===== src/rtl/uart_receiver_pkg.sv =====
// Shared UART definitions: receiver FSM states, oversampling constants, frame defaults.
// Latency: n/a (declarations only).
// Backpressure: n/a.
package uart_receiver_pkg;

  // Receiver frame-tracking states
  typedef enum logic [1:0] {
    IDLE  = 2'd0,
    START = 2'd1,
    DATA  = 2'd2,
    STOP  = 2'd3
  } rx_state_t;

  // 16x oversampling: tick 7 is the middle of the start bit, tick 15 ends a bit period
  localparam int MID_TICK  = 7;
  localparam int LAST_TICK = 15;

  // Frame format defaults shared with the transmitter (8 data bits, 1 stop bit)
  localparam int DEF_DBIT    = 8;
  localparam int DEF_SB_TICK = 16;

endpackage


===== src/rtl/uart_receiver_sync_2ff.sv =====
// Two-flop synchronizer for a single asynchronous input, reset value selectable.
// Latency: 2 clk from input change to output change.
// Backpressure: none; free-running.
module sync_2ff #(
  parameter logic RST_VAL = 1'b1
) (
  input  logic clk,
  input  logic rst_n,
  input  logic d_i,
  output logic q_o
);

  logic meta_q;
  logic sync_q;

  // Two back-to-back flops to resolve metastability on the async input
  always_ff @(posedge clk or negedge rst_n) begin
    if (!rst_n) begin
      meta_q <= RST_VAL;
      sync_q <= RST_VAL;
    end else begin
      meta_q <= d_i;
      sync_q <= meta_q;
    end
  end

  assign q_o = sync_q;

endmodule


===== src/rtl/uart_receiver.sv =====
// UART 8N1 receiver: 16x-oversampled start detect, mid-bit data sampling, LSB first.
// Latency: 2 clk sync + 8 + 16*DBIT + SB_TICK s_tick pulses from start edge to rx_done_tick.
// Backpressure: none; each byte is presented once with a single-cycle done pulse.
module uart_receiver
  import uart_receiver_pkg::*;
#(
  parameter int DBIT    = DEF_DBIT,
  parameter int SB_TICK = DEF_SB_TICK
) (
  input  logic            clk,
  input  logic            reset,
  input  logic            rx,
  input  logic            s_tick,
  output logic            rx_done_tick,
  output logic [DBIT-1:0] dout
);

  // Tick counter must reach both the bit period (15) and the stop length minus one
  localparam int SW = (SB_TICK > 16) ? $clog2(SB_TICK) : 4;
  localparam int NW = (DBIT > 1) ? $clog2(DBIT) : 1;

  rx_state_t       state_q, state_d;
  logic [SW-1:0]   s_q, s_d;
  logic [NW-1:0]   n_q, n_d;
  logic [DBIT-1:0] b_q, b_d;
  logic [DBIT-1:0] dout_q, dout_d;
  logic            done_q, done_d;
  logic            rx_s;

  sync_2ff #(
    .RST_VAL (1'b1)
  ) u_rx_sync (
    .clk   (clk),
    .rst_n (reset),
    .d_i   (rx),
    .q_o   (rx_s)
  );

  // State, counters, shift register and registered outputs
  always_ff @(posedge clk or negedge reset) begin
    if (!reset) begin
      state_q <= IDLE;
      s_q     <= '0;
      n_q     <= '0;
      b_q     <= '0;
      dout_q  <= '0;
      done_q  <= 1'b0;
    end else begin
      state_q <= state_d;
      s_q     <= s_d;
      n_q     <= n_d;
      b_q     <= b_d;
      dout_q  <= dout_d;
      done_q  <= done_d;
    end
  end

  // Frame FSM; counters only advance on s_tick, and a transition consumes its tick
  always_comb begin
    state_d = state_q;
    s_d     = s_q;
    n_d     = n_q;
    b_d     = b_q;
    dout_d  = dout_q;
    done_d  = 1'b0;
    unique case (state_q)
      IDLE: begin
        if (!rx_s) begin
          state_d = START;
          s_d     = '0;
        end
      end
      START: begin
        if (s_tick) begin
          if (s_q == SW'(MID_TICK)) begin
            if (!rx_s) begin
              state_d = DATA;
              s_d     = '0;
              n_d     = '0;
            end else begin
              // Line went back high before mid start bit: a glitch, not a frame
              state_d = IDLE;
            end
          end else begin
            s_d = s_q + 1'b1;
          end
        end
      end
      DATA: begin
        if (s_tick) begin
          if (s_q == SW'(LAST_TICK)) begin
            s_d = '0;
            b_d = {rx_s, b_q[DBIT-1:1]};
            if (n_q == NW'(DBIT - 1)) begin
              state_d = STOP;
            end else begin
              n_d = n_q + 1'b1;
            end
          end else begin
            s_d = s_q + 1'b1;
          end
        end
      end
      STOP: begin
        if (s_tick) begin
          if (s_q == SW'(SB_TICK - 1)) begin
            // Stop level is not checked; the byte is delivered regardless
            state_d = IDLE;
            dout_d  = b_q;
            done_d  = 1'b1;
          end else begin
            s_d = s_q + 1'b1;
          end
        end
      end
      default: state_d = IDLE;
    endcase
  end

  assign rx_done_tick = done_q;
  assign dout         = dout_q;

endmodule


===== config.mk =====
export PLATFORM = sky130hd
export DESIGN_NAME = uart_receiver
export DESIGN_NICKNAME = d
export VERILOG_FILES = /design/src/rtl/uart_receiver_pkg.sv /design/src/rtl/uart_receiver_sync_2ff.sv /design/src/rtl/uart_receiver.sv
export SDC_FILE = /design/constraint.sdc
export NUM_CORES = 1
export LEC_CHECK = 0
export ABC_AREA = 1
export BUFFER_PORTS_ARGS = -buffer_cell sky130_fd_sc_hd__buf_2
export CELL_PAD_IN_SITES_DETAIL_PLACEMENT = 0
export CELL_PAD_IN_SITES_GLOBAL_PLACEMENT = 1
export CORE_MARGIN = 5
export CORE_UTILIZATION = 39
export CTS_CLUSTER_DIAMETER = 150
export CTS_CLUSTER_SIZE = 16
export DETAILED_ROUTE_END_ITERATION = 16
export HOLD_SLACK_MARGIN = 0.12
export PLACE_DENSITY = 0.76
export SLEW_MARGIN = 20
export SYNTH_ARGS = -nofsm -noshare
export SYNTH_HDL_FRONTEND = slang
export SYNTH_SLANG_ARGS = --single-unit

===== constraint.sdc =====
create_clock -name clk -period 1.25 [get_ports clk]
set_input_delay 0.375 -clock clk [delete_from_list [all_inputs] [get_ports clk]]
set_output_delay 0.375 -clock clk [all_outputs]
set_load 0.02 [all_outputs]

### Word-level counts from Yosys, hierarchy flattened

Index checks and enable logic that the tools add are counted.
Widths: inputs -> output; s select.

* bits in registers: 28
* input port bits: 4
* output and inout bits: 9
* word-level logic and storage cells: 62

* $add $sub $neg: 2
* equality and inequality tests: 17
* muxes and demuxes: 28
* reductions and logical operators: 7

Operator list (number)
* $mux 4: 7
* $ne 2x2->1 const B: 11
* $mux 2: 9
* $mux 3: 6
* $pmux 4 s4: 1
* $pmux 2 s4: 1
* $reduce_and 8->1: 1
* $reduce_and 7->1: 1
* $pmux 3 s2: 1
* $reduce_and 3->1: 2
* $add 4x1->4 const B: 1
* $eq 2x2->1 const B: 2
* $eq 4x3->1 const B: 1
* $eq 4x4->1 const B: 1
* $reduce_and 4->1: 1
* $add 3x1->3 const B: 1
* $eq 3x3->1 const B: 1
* $mux 1: 3
* $eq 2x1->1 const B: 1
* $logic_not 2->1: 1
* $reduce_bool 2->1: 1

### Depth between registers and ports, before layout

* depth after elaboration: 5
* mapped depth: 9
* depth with buffers taken out: 9

### Modules after synthesis

From an unflattened synthesis, not the netlist that was laid out.

* cell total of the unflattened synthesis: 156
* area total of the unflattened synthesis: 1300.0 µm²

By module, submodules not included
* uart_receiver: times used 1, cells an instance 154, area each 1247.4 µm², sequential area each 650.6 µm²
* sync_2ff: times used 1, cells an instance 2, area each 52.6 µm², sequential area each 52.6 µm²

### Worst setup path before layout

Ideal clock, no wire load.

* path type: reg-to-reg
* from: register n_q[0]
* to: register n_q[1]
* setup time: 0.117 ns
* arrival: 1.252 ns
* required time: 1.133 ns
* path slack: -0.119 ns
* cell stages (with the launch flop): 9
* buffers on the path: 0
* cells stage by stage: dfrtp_1 ha_1 ha_1 inv_1 nand2_1 o21bai_1 nand2_1 nand2_1 nand2_1

* word-level cells in the longest chain between the ends: 5
* elaborated cells on any way between the ends: 8
* those cells by class: add/sub (1); eq/ne (2); mux (4); reduce/logical (1)

RTL lines
* from (decl): line uart_receiver.sv:24 `logic [NW-1:0] n_q, n_d;`
* from (signal assigned): line uart_receiver.sv:51 `n_q <= n_d;`
* $add 3x1->3: line uart_receiver.sv:97 `n_d = n_q + 1'b1;`
* $mux 3: line uart_receiver.sv:94 `if (n_q == NW'(DBIT - 1)) begin`
* $mux 3: line uart_receiver.sv:91 `if (s_q == SW'(LAST_TICK)) begin`
* $mux 3: line uart_receiver.sv:90 `if (s_tick) begin`
* $pmux 3 s2: line uart_receiver.sv:66 `unique case (state_q)`

Parallel ways exist; a longest one is shown, timed or not. The select of a mux whose other input is x is not followed.
A chain may end at the register's enable or synchronous reset.

==> metrics.cfg <==
[clock_tree]
clkLatencyLatePin_ps = 330
cts_tree = built
cts_root_buf = clkbuf_4
clk_pin_slew_ps = 150
htreeDepth = 1
ctsLongestPathBuffers = 2
cts.sinks = 28
numCtsBuffers = 3

[layout]
multi_input_area_um2 = 721.9
num-nets-final = 206
finalNonFillerCells = 242
seq_area_um2 = 705.7
final_util_pct = 65.28
syn2layout_area_growth_pct = 58.73
final_cell_area_um2 = 2026
drive_gt1_share_pct = 54.55
fill_cells = 255
antenna_cells = 0

[yosys]
synth_area_leaders = dfrtp_1, nand2_1, dfstp_2
synth_edf_count = 0
synthesis.area_um2 = 1276
syn_area_per_cell_um2 = 8.682
syn_nets = 154
yosysSeqAreaShare_pct = 55.10
synth_seq_cells = 28
ys_warn_count = 0
yosys.area.top_type_share_pct = 50.98
synth.top_cells.by_count = nand2_1, dfrtp_1, inv_1
synth_cell_types = 21
synth_area_leader_cell = dfrtp_1
yosysMostFrequentCell = nand2_1
synthFlopType = dfrtp_1
syn_inst = 147
synthArstFlopShare_pct = 100.0

[setup_path]
cp.required_ps = 1490
r2r_cells = 9
crit_path_max_fanout = 4
path_class = reg2reg
cp.arrival_ps = 1610
endpoint_kind = register
critPathLaunchType = register
r2r-start = s_q[0]
rrSetupSlack_ps = -120

[detailed_routing]
avgViaCountPerCell = 4.657
firstDrtPassIters = 4
wire_per_inst_um = 12.21
drtAntennaViolNets = 0
routed_wl_mm = 2.955
drt_iter0_drc = 15
num_vias = 1127
route.detailed.drc = 0

[global_routing]
overflow = 0
use_met2_pct = 23.19
grtUsageTotal_pct = 13.40
grt_pass1_vias = 1059
grt_pass1_wl_mm = 4.602
grt_busiest_layer = met2
antenna_found_initial = 0
grtUsageMet1_pct = 16.51
grt_max_degree = 29
use_met3_pct = 2.829

[timing]
fin_crit_sh_pct = 109.3
layout_setup_ws_ps = -115.9
worst_pin_slew_ps = 223.2
rsz0062_at_grt = true
hold_slack_ps = 370.2
slew_headroom_pct = 85.12
finalHoldViolations = 0
finalSetupTns_ps = -2385
max_freq_mhz = 732.1
setup_viol = 33
period_minus_slack_ps = 1366
drv_slew = 0
fin_worst_skew_ps = 2.312

[floorplan]
io-pin-count = 13
die_w_um = 67.21
start_util_pct = 41.13
rows = 20
core_um2 = 3103
dieArea_um2 = 4517
die_y_um = 67.21

[place]
portBuffers = 12
dp.cells = 220
dp_hpwl_mm = 1.814
dp_slack_ps = -185.2
placed_area_um2 = 1546
gp_congestion = 0.7367

[flow_run]
max_cap_violations = 0

[pwr]
ir_worst_vdd_v = 0.001046
powerDensity_nw_per_um2 = 1579
power_mw = 3.199
p_leak_nw = 0.9658

[outcome]
violations = setup timing
status = complete, but fails checks

[worst_hold_path]
holdPathEnd = u_rx_sync.q_o
hold_path_class = reg2reg
min_from = u_rx_sync.meta_q
min_path_cells = 0

==> kinds of logic after synthesis <==
logic type      count (synthesis)  synth area share [%]
simple gates                   73                 25.20
flops                          28                 55.10
compound gates                 23                 9.216
buf+inv                        19                 6.862
fa+ha+maj                       3                 2.941
xor+xnor                        1                0.6864
==> layout by cell type (no fill, tap or decap) <==
cell type / synthesis / layout
ha_2: 0 / 1
bufinv_16: 0 / 1
xor2_1: 1 / 1
o21ai_1: 10 / 11
nor2_4: 1 / 3
nor2_2: 1 / 2
buf_4: 0 / 24
buf_12: 0 / 1
nor3_4: 1 / 1
o21ai_2: 0 / 9
nand3_4: 0 / 1
dfrtp_1: 26 / 24
dlygate4sd3_1: 0 / 2
buf_2: 1 / 3
inv_2: 2 / 5
dfstp_2: 2 / 2
buf_1: 0 / 1
nand3_2: 1 / 3
nand3_1: 7 / 4
buf_6: 2 / 17
dfrtp_2: 0 / 2
o21bai_4: 0 / 1
nand3b_1: 2 / 2
ha_4: 0 / 2
nor2_1: 8 / 5
nand2_2: 1 / 22
nand2_4: 0 / 2
a21oi_1: 2 / 2
clkbuf_4: 0 / 3
nand2_1: 51 / 27
nand2_8: 0 / 3
inv_1: 14 / 11
==> where the power goes <==
part	internal [mW]	switching, mW
Sequential	1.06	0.184
Clock	0.324	0.274
Combinational	0.645	0.713
Total	2.03	1.17
==> worst max path at each step <==
stage	from	end	slack, ps	cells past startpoint
6_report	s_q[0]	register	-120	9
5_1_grt	s_q[0]	register	-200	9
4_1_cts	s_q[0]	b_q[1]	-110	7
3_5_place_dp	s_q[0]	n_q[2]	-190	7
3_3_place_gp	s_q[0]	n_q[2]	-170	8
2_1_floorplan	n_q[0]	n_q[2]	-100	8
==> routing by layer <==
layer / vias to the layer above / share of wire, %
met5: - / 0
met4: 0 / 1.2
met3: 5 / 2.2
met2: 11 / 52
met1: 540 / 45
li1: 571 / -
==> flip-flops by register name (all words and copies together), names as in the netlist, named ones only <==
register          flops
b_q                   8
dout                  8
n_q                   3
rx_done_tick          1
s_q                   4
state_q               1
u_rx_sync.meta_q      1
u_rx_sync.q_o         1
==> what timing repair did <==
item,in CTS,in global routing
hold buffers,2,0
setup buffers,4,10
endpoints found under the hold margin,27,0
gates cloned,0,2
gates resized for setup,44,39
setup endpoints to repair,34,35
pin swaps,9,3
==> final cells by class <==
type                    instances  share of cell area [%]
multi-input cells             102                   35.64
repair buffers                 48                   21.25
inverters                      16                   2.965
well taps                      44                   2.718
flip-flops and latches         28                   34.84
clock buffers                   3                   1.112
clock inverters                 1                   1.482
==> worst max-delay path, cell delays in order, from the launching register on <==
cell and delay [ps]:
dfrtp_1 430, ha_4 180, nand3_4 110, buf_4 160, nand2_2 80, nand2_2 60, inv_2 70, nand3_2 70
nand2_1 70, nand2_1 50
(Power assumes the default switching activity.)
